`config.mk`:
```
export PLATFORM = sky130hd
export DESIGN_NAME = dual_issue_sched_flat
export DESIGN_NICKNAME = d
export VERILOG_FILES = /design/src/rtl/dual_issue_sched_if.sv /design/src/rtl/dual_issue_sched.sv /design/src/flat_wrapper.sv
export SDC_FILE = /design/constraint.sdc
export NUM_CORES = 1
export LEC_CHECK = 0
export ABC_AREA = 1
export CORE_MARGIN = 3
export CORE_UTILIZATION = 30
export DETAILED_ROUTE_END_ITERATION = 8
export GPL_ROUTABILITY_DRIVEN = 0
export HOLD_SLACK_MARGIN = 0.12
export PLACE_DENSITY = 0.56
export SYNTH_ARGS = -nofsm -noshare
export SYNTH_HDL_FRONTEND = slang
export SYNTH_SLANG_ARGS = --single-unit
export TNS_END_PERCENT = 100
```
`constraint.sdc`:
```
create_clock -name clk_i -period 3.5 [get_ports clk_i]
set_input_delay 0.7 -clock clk_i [delete_from_list [all_inputs] [get_ports clk_i]]
set_output_delay 0.7 -clock clk_i [all_outputs]
set_load 0.005 [all_outputs]
```
`src/rtl/dual_issue_sched_if.sv`:
```
// Fetch/issue bundle between the fetch stage, the instruction queue and
// the pair decoder. The slave modport is the scheduler's view.
interface dual_issue_sched_if #(
  parameter int data_width_p = 32,
  parameter int ctr_width_p  = 16
);
  logic                    fetch_v_i;
  logic [data_width_p-1:0] fetch_instr_i;
  logic                    fetch_ready_o;
  logic [data_width_p-1:0] instr0_o;
  logic [data_width_p-1:0] instr1_o;
  logic                    instr1_v_o;
  logic                    dual_issue_i;
  logic                    stall_i;
  logic                    flush_i;
  logic                    issue_v_o;
  logic                    issue_two_o;
  logic [ctr_width_p-1:0]  dual_count_o;

  modport slave (
    input  fetch_v_i, fetch_instr_i, dual_issue_i, stall_i, flush_i,
    output fetch_ready_o, instr0_o, instr1_o, instr1_v_o,
           issue_v_o, issue_two_o, dual_count_o
  );

  modport master (
    output fetch_v_i, fetch_instr_i, dual_issue_i, stall_i, flush_i,
    input  fetch_ready_o, instr0_o, instr1_o, instr1_v_o,
           issue_v_o, issue_two_o, dual_count_o
  );
endinterface

```
`src/rtl/dual_issue_sched.sv`:
```
// Dual-issue instruction queue: circular FIFO presenting its two oldest
// entries to the pair decoder and retiring one or two per issue.
module dual_issue_sched #(
  parameter int els_p        = 4,
  parameter int data_width_p = 32,
  parameter int ctr_width_p  = 16
) (
  input  logic              clk_i,
  input  logic              reset_n_i,
  dual_issue_sched_if.slave bus
);
  localparam int aw_lp = (els_p > 1) ? $clog2(els_p) : 1;
  localparam int cw_lp = $clog2(els_p + 1);
  localparam logic [cw_lp-1:0] full_lp = cw_lp'(els_p);

  logic [data_width_p-1:0] mem_q [els_p];
  logic [aw_lp-1:0]        rptr_q, rptr_d, wptr_q, wptr_d, rptr_p1;
  logic [cw_lp-1:0]        count_q, count_d;
  logic [ctr_width_p-1:0]  dual_cnt_q, dual_cnt_d;
  logic                    fetch_ready, enq, instr1_v, issue_v, issue_two;
  logic [1:0]              deq;

  // Pointers wrap for free because els_p is a power of two.
  assign rptr_p1     = rptr_q + aw_lp'(1);
  assign fetch_ready = (count_q < full_lp);
  assign enq         = bus.fetch_v_i & fetch_ready & ~bus.flush_i;
  assign instr1_v    = (count_q >= cw_lp'(2));
  assign issue_v     = (count_q != '0) & ~bus.stall_i & ~bus.flush_i;
  assign issue_two   = issue_v & instr1_v & bus.dual_issue_i;

  assign bus.fetch_ready_o = fetch_ready;
  assign bus.instr0_o      = mem_q[rptr_q];
  assign bus.instr1_o      = mem_q[rptr_p1];
  assign bus.instr1_v_o    = instr1_v;
  assign bus.issue_v_o     = issue_v;
  assign bus.issue_two_o   = issue_two;
  assign bus.dual_count_o  = dual_cnt_q;

  // Next-state for pointers, occupancy and the dual-issue statistic.
  always_comb begin
    deq        = 2'd0;
    rptr_d     = rptr_q;
    wptr_d     = wptr_q;
    count_d    = count_q;
    dual_cnt_d = dual_cnt_q;
    if (issue_two)    deq = 2'd2;
    else if (issue_v) deq = 2'd1;
    if (bus.flush_i) begin
      rptr_d  = '0;
      wptr_d  = '0;
      count_d = '0;
    end else begin
      rptr_d  = rptr_q + aw_lp'(deq);
      if (enq) wptr_d = wptr_q + aw_lp'(1);
      count_d = count_q + cw_lp'(enq) - cw_lp'(deq);
    end
    // Statistic survives flush and saturates at all-ones.
    if (issue_two && (dual_cnt_q != '1)) dual_cnt_d = dual_cnt_q + ctr_width_p'(1);
  end

  // Control state register with asynchronous clear.
  always_ff @(posedge clk_i or negedge reset_n_i) begin
    if (!reset_n_i) begin
      rptr_q     <= '0;
      wptr_q     <= '0;
      count_q    <= '0;
      dual_cnt_q <= '0;
    end else begin
      rptr_q     <= rptr_d;
      wptr_q     <= wptr_d;
      count_q    <= count_d;
      dual_cnt_q <= dual_cnt_d;
    end
  end

  // Queue storage; contents only matter while qualified by count.
  always_ff @(posedge clk_i) begin
    if (enq) mem_q[wptr_q] <= bus.fetch_instr_i;
  end
endmodule

```
`src/flat_wrapper.sv`:
```
// flat-port wrapper written by rule: the top's interface ports become plain ports
module dual_issue_sched_flat 
#(
  parameter int els_p        = 4,
  parameter int data_width_p = 32,
  parameter int ctr_width_p  = 16
)
  (clk_i, reset_n_i, bus_fetch_v_i, bus_fetch_instr_i, bus_dual_issue_i, bus_stall_i, bus_flush_i, bus_fetch_ready_o, bus_instr0_o, bus_instr1_o, bus_instr1_v_o, bus_issue_v_o, bus_issue_two_o, bus_dual_count_o);
  dual_issue_sched_if #(.data_width_p(data_width_p), .ctr_width_p(ctr_width_p)) bus_i ();
  input  logic clk_i;
  input  logic reset_n_i;
  input wire logic [$bits(bus_i.fetch_v_i)-1:0] bus_fetch_v_i;
  input wire logic [$bits(bus_i.fetch_instr_i)-1:0] bus_fetch_instr_i;
  input wire logic [$bits(bus_i.dual_issue_i)-1:0] bus_dual_issue_i;
  input wire logic [$bits(bus_i.stall_i)-1:0] bus_stall_i;
  input wire logic [$bits(bus_i.flush_i)-1:0] bus_flush_i;
  output wire logic [$bits(bus_i.fetch_ready_o)-1:0] bus_fetch_ready_o;
  output wire logic [$bits(bus_i.instr0_o)-1:0] bus_instr0_o;
  output wire logic [$bits(bus_i.instr1_o)-1:0] bus_instr1_o;
  output wire logic [$bits(bus_i.instr1_v_o)-1:0] bus_instr1_v_o;
  output wire logic [$bits(bus_i.issue_v_o)-1:0] bus_issue_v_o;
  output wire logic [$bits(bus_i.issue_two_o)-1:0] bus_issue_two_o;
  output wire logic [$bits(bus_i.dual_count_o)-1:0] bus_dual_count_o;
  assign bus_i.fetch_v_i = bus_fetch_v_i;
  assign bus_i.fetch_instr_i = bus_fetch_instr_i;
  assign bus_i.dual_issue_i = bus_dual_issue_i;
  assign bus_i.stall_i = bus_stall_i;
  assign bus_i.flush_i = bus_flush_i;
  assign bus_fetch_ready_o = bus_i.fetch_ready_o;
  assign bus_instr0_o = bus_i.instr0_o;
  assign bus_instr1_o = bus_i.instr1_o;
  assign bus_instr1_v_o = bus_i.instr1_v_o;
  assign bus_issue_v_o = bus_i.issue_v_o;
  assign bus_issue_two_o = bus_i.issue_two_o;
  assign bus_dual_count_o = bus_i.dual_count_o;
  dual_issue_sched #(.els_p(els_p), .data_width_p(data_width_p), .ctr_width_p(ctr_width_p)) u_core (.clk_i(clk_i), .reset_n_i(reset_n_i), .bus(bus_i));
endmodule
```
==> After elaboration in Yosys (flattened, before gate mapping) <==
Memory sizes are Yosys's and may differ from the RTL's.
Cells that the tools add are included.
{ "word_totals": {"register_bits": 23, "ram_bits": 128, "inputBits": 38, "elab_cells": 33, "memories": 1} }
{ "classes": {"n_addsub": 6, "n_lt_le_gt_ge": 2, "n_eq_ne": 1, "muxes": 8, "bitwise": 8, "n_reduce_logical": 3} }
{ "mem_list": {"columns": ["name", "depth", "word_bits", "read_ports", "rd_ports_with_merged_regs", "wr", "line", "text"], "rows": [
  ["u_core.mem_q", 4, 32, 2, 0, 1, "dual_issue_sched.sv:16", "logic [data_width_p-1:0] mem_q [els_p];"]
]} }
{ "op_table": {"columns": ["op", "n"], "rows": [
  ["16-bit by 1-bit adder with 16-bit output (second input constant)", 1],
  ["16-bit != test (second input constant)", 1],
  ["2-bit 2-to-1 mux", 4],
  ["1-bit bitwise AND", 6],
  ["2-bit by 1-bit adder with 2-bit output (second input constant)", 2],
  ["3-bit by 1-bit adder with 3-bit output", 1],
  ["3-bit by 2-bit >= comparator with 1-bit output (second input constant)", 1],
  ["3-bit < comparator (second input constant)", 1],
  ["1-bit 2-to-1 mux", 3],
  ["3-bit 2-to-1 mux", 1],
  ["3-bit nonzero test", 1],
  ["3-bit by 2-bit subtractor with 3-bit output", 1],
  ["2-bit adder", 1],
  ["1-bit NOT", 2],
  ["2-bit nonzero test", 1],
  ["1-bit logical AND", 1]
]} }

==> Longest topological paths before layout <==
{ "depth": {"ltp_word": 8, "depth_mapped": 13, "depth_no_buf": 12} }

==> Least setup slack after synthesis <==
OpenSTA, ideal clock, no wires.
{ "synth_timing": {"kind": "input to register", "startpoint": "input port bus_flush_i", "endpoint": "memory u_core.mem_q[0][0], enable pin", "setup_ps": 421, "arrival_ps": 2662, "required_time_ps": 3079, "setup_slack_ps": 417, "path_stages": 4, "cell_sequence": "buf_2 -> nor3_1 -> inv_1 -> nor2_1"} }
{ "synth_between": {"elab_chain_len": 4} }
{ "synth_rtl": {"columns": ["item", "line", "text"], "rows": [
  ["start, declared", "flat_wrapper.sv:16", "input wire logic [$bits(bus_i.flush_i)-1:0] bus_flush_i;"],
  ["1-bit NOT", "dual_issue_sched.sv:26", "assign enq = bus.fetch_v_i & fetch_ready & ~bus.flush_i;"],
  ["1-bit bitwise AND", "dual_issue_sched.sv:26", null],
  ["1-bit 2-to-1 mux", "dual_issue_sched.sv:78", "if (enq) mem_q[wptr_q] <= bus.fetch_instr_i;"],
  ["1-bit 2-to-1 mux (implied by the code)", "dual_issue_sched.sv:78", null],
  ["end, declared", "dual_issue_sched.sv:16", null]
]} }
No other way between the ends.

==> Final worst setup path <==
{ "layout_timing": {"startpoint": "register u_core.rptr_q[1]", "endpoint": "output port bus_instr1_o[1]"} }
{ "layout_between": {"elab_chain_len": 2} }
{ "layout_rtl": {"columns": ["item", "line", "text"], "rows": [
  ["start, declared", "dual_issue_sched.sv:17", "logic [aw_lp-1:0] rptr_q, rptr_d, wptr_q, wptr_d, rptr_p1;"],
  ["start signal, assigned", "dual_issue_sched.sv:69", "rptr_q <= rptr_d;"],
  ["2-bit by 1-bit adder with 2-bit output", "dual_issue_sched.sv:24", "assign rptr_p1 = rptr_q + aw_lp'(1);"],
  ["memory read 4 x 32 bit", null, null],
  ["end, declared", "flat_wrapper.sv:19", "output wire logic [$bits(bus_i.instr1_o)-1:0] bus_instr1_o;"]
]} }
No other way between the ends.

==> out/results.md <==
| Group | Item | Reported |
| --- | --- | --- |
| final layout | Layout Nets | 900 |
| drt | Top layer used by detailed routing | met5 |
| sta | Count of pins over their slew limit | 0 |
| final layout | Utilization of the core after routing | 40.2% |
| drt | Number of vias after detailed routing | 5650 |
| pwr | Leakage power | 3.51 nW |
| clock tree | Total CTS buffers | 17 |
| sta | Setup repair after global routing missed its margin | false |
| drt | Post-Route M1 WL | 7.96 mm |
| drt | Vias per Instance | 4.77 |
| clock tree | Total of hold buffers inserted after clock tree synthesis | 0 |
| place | HPWL after detailed placement | 12.0 mm |
| sta | Worst hold slack after final layout | 0.573 ns |
| critical path | Critical setup path kind | flip-flop to primary output |
| floorplan | I/O Pins | 122 |
| critical path | Crit path max fanout | 35 |
| final layout | Relative area change from synthesis to final layout | 30.7% |
| clock tree | Master cell of the clock root buffer | clkbuf_16 |
| global route | Wire length of the first global-routing pass | 28.5 mm |
| synth | Post-synthesis average cell area | 9.88 um2 |
| drt | DR pass1 iterations | 5 |
| synth | Number of flops mapped to enable cells by yosys | 128 |
| global route | Initial antenna violation count | 1 |
| sta | Worst setup slack after layout | 0.232 ns |
| synth | Count of state elements after synthesis | 151 |
| synth | Total nets after synthesis | 785 |
| synth | Mapped Area | 0.00728 mm2 |
| synth | Commonest cells post-synth | 128 x edfxtp_1, 124 x o21ai_0, 95 x a21oi_1, 93 x nor2_1, 70 x nand2_1 |
| synth | Number of standard cells after synthesis | 737 |
| final layout | Share of final-layout standard cells stronger than drive strength 1 | 9.36% |
| drt | DRT Wirelength | 18.1 mm |
| floorplan | Effective utilization at floorplan | 30.7% |
| flow run | MaxCap Viol Count | 0 |
| drt | Routed wire length on met3 | 1.26 mm |
| floorplan | Placement row count | 56 |
| critical path | Arrival time worst endpoint | 2.57 ns |
| global route | Total congestion overflow after global routing | 0 |
| sta | Minimum clock period | 3.27 ns |
| sta | Final hold violations | 0 |
| final layout | Final-layout fill cell count | 2314 |
| sta | Endpoints failing setup | 0 |
| drt | Final ANT Viol Nets | 0 |
| synth | FFs w/ async S/R, synth | 15.2% |
| floorplan | Area inside the core boundary | 0.0237 mm2 |
| sta | Final-layout setup total negative slack | 0 ns |
| clock tree | Clock latency reported for the late side of the worst-skew pair | 0.42 ns |
| sta | Slew of the pin with the lowest slew margin | 0.651 ns |
| drt | Wire length on met2 | 8.67 mm |
| synth | Dominant cell type by area after synthesis | edfxtp_1 |
| critical path | Category of the worst setup path launch point | flip-flop |
| drt | DRC errors left | 0 |
| critical path | Data required time of the worst path | 2.80 ns |
| clock tree | Buffers from clock root to sink, at most | 2 |
| sta | Share of the clock period used by the worst path | 93.4% |
| synth | Number of synthesis warnings | 0 |
| synth | Yosys cell types | 32 |
| synth | Most frequently used cell type in the post-synthesis netlist | edfxtp_1 |
| pwr | Peak supply drop | 307 uV |
| clock tree | CTS tree | done |
| clock tree | Post-CTS setup-driven buffer insertion count | 0 |
| synth | Portion of the post-synthesis area used by sequential elements | 60.7% |
| clock tree | Post-CTS Resized | 0 |
| drt | DR iter-0 viols | 458 |
| pwr | Power density cells | 612 mW/mm2 |
| floorplan | Total Die Area | 0.0262 mm2 |
| global route | Vias in the first global route | 5437 |
| clock tree | # clock sinks | 151 |
| floorplan | Die Wd | 162 um |
| sta | Achievable frequency | 306 MHz |
| hold path | Min-Delay Path Class | flip-flop to flip-flop |
| drt | Per-cell routed wire length | 15.3 um |
| place | Count of buffers inserted at the top-level ports | 121 |
| synth | Post-synth top area share | 52.8% |
| clock tree | Clock transition at the registers of the reported paths | 0.06 ns |
| sta | Clk_skew | 0.00888 ns |
| global route | Largest net degree at the start of global routing | 67 |
| synth | Main area contributors after synthesis | edfxtp_1 53%, o21ai_0 8.5%, dfrtp_1 7.9% |
| sta | Headroom to the max-slew limit | 56.6% |
| clock tree | Number of levels in the clock H-tree | 4 |
| run status | Run status | completed |
| floorplan | Die Ht | 162 um |
| synth | Most frequently used flop master after synthesis | edfxtp_1 |
| global route | Total Routing Usage GR | 13.9% |
| final layout | Diodes inserted | 0 |
| critical path | Sort of element at the end of the critical path | primary output |
| place | Minimum setup slack after placement | 0.377 ns |
[cell type report]
type | count | area (um2) | area share [%]
Timing Repair Buffer | 140 | 1400 | 14.8
Inverter | 64 | 245 | 2.58
Clock inverter | 11 | 139 | 1.46
Sequential cell | 151 | 4420 | 46.5
Multi-Input combinational cell | 478 | 2430 | 25.6
Clock buffer | 21 | 470 | 4.95
Tap cell | 319 | 399 | 4.20
[path summary, 6_finish.rpt]
kind | start | endpoint | slack, ns | cells after the start
worst max-delay path | u_core.rptr_q[1] | bus_instr1_o[1] | 0.23 | 6
worst min-delay path | u_core.bus.dual_count_o[1] | u_core.bus.dual_count_o[1] | 0.57 | 2
worst max register to register | u_core.count_q[2] | u_core.count_q[2] | 1.32 | 12
worst min register to register | u_core.bus.dual_count_o[1] | u_core.bus.dual_count_o[1] | 0.57 | 2
max in group asynchronous | reset_n_i | u_core.rptr_q[1] | 2.60 | 2
min in group asynchronous | reset_n_i | u_core.bus.dual_count_o[7] | 0.64 | 2
[worst max-delay path: stages (launching register included)]
cell,delay [ns]
dfrtp_2,0.42
buf_4,0.28
nand2_1,0.14
buf_4,0.26
nor2_1,0.06
o21ai_0,0.39
clkdlybuf4s50_1,0.59
[cells in the final DEF, fill, tap and decap left out, types with 3 or more instances in the layout]
cell | Yosys | layout
a21oi_1 | 95 | 95
buf_4 | 3 | 15
o21ai_0 | 124 | 124
edfxtp_1 | 128 | 128
nand4_1 | 4 | 4
clkinv_4 | 0 | 4
inv_1 | 60 | 60
nand2_2 | 5 | 5
clkbuf_8 | 0 | 3
xnor2_1 | 4 | 4
o21ai_1 | 8 | 8
nand3_1 | 40 | 40
clkdlybuf4s50_1 | 0 | 121
nor2_4 | 4 | 8
clkbuf_16 | 0 | 17
buf_12 | 0 | 4
xor2_1 | 3 | 3
nor2_1 | 93 | 89
ha_1 | 9 | 9
o21ai_2 | 7 | 7
dfrtp_1 | 23 | 21
nand2_1 | 70 | 70
[routing by layer]
layer	global-route usage, %	vias to the layer above
met5	0	-
li1	-	2793
met2	23.3	171
met1	17.4	2665
met4	3.99	2
met3	4.21	19
[registers in the layout, indices dropped and copies added, names as in the netlist]
name,count
u_core.wptr_q,2
u_core.count_q,3
u_core.bus.dual_count_o,16
u_core.rptr_q,2
u_core.mem_q,128
[stage by stage]
step | power (mW) | instances | cell area, um2
6_report | 5.82 | 1184 | 9510
5_1_grt | 6.17 | 1184 | 9510
4_1_cts | 5.89 | 1184 | 9510
3_5_place_dp | 4.03 | 1152 | 8900
3_3_place_gp | 4.01 | 1152 | 8900
2_1_floorplan | 3.08 | 737 | 7280
[kinds of logic (layout without fill, tap and decap cells)]
group | after synthesis | count (layout) | share of synthesized area (%)
AO/OA/AOI/OAI | 237 | 237 | 16.8
buffers and inverters | 108 | 236 | 6.29
adder cells (fa/ha/maj) | 10 | 10 | 1.82
flip-flops | 151 | 151 | 60.7
AND/OR/NAND/NOR | 224 | 224 | 13.5
XOR/XNOR | 7 | 7 | 0.842
[power by group]
group          switching, mW  total (mW)  internal (mW)  leakage (nW)
Combinational          0.871        1.73          0.857          1.76
Clock                  0.732        1.85           1.12         0.292
Sequential             0.133        2.24           2.11          1.46
Total                   1.74        5.82           4.09          3.51
Power figures use the tool's default switching activity.
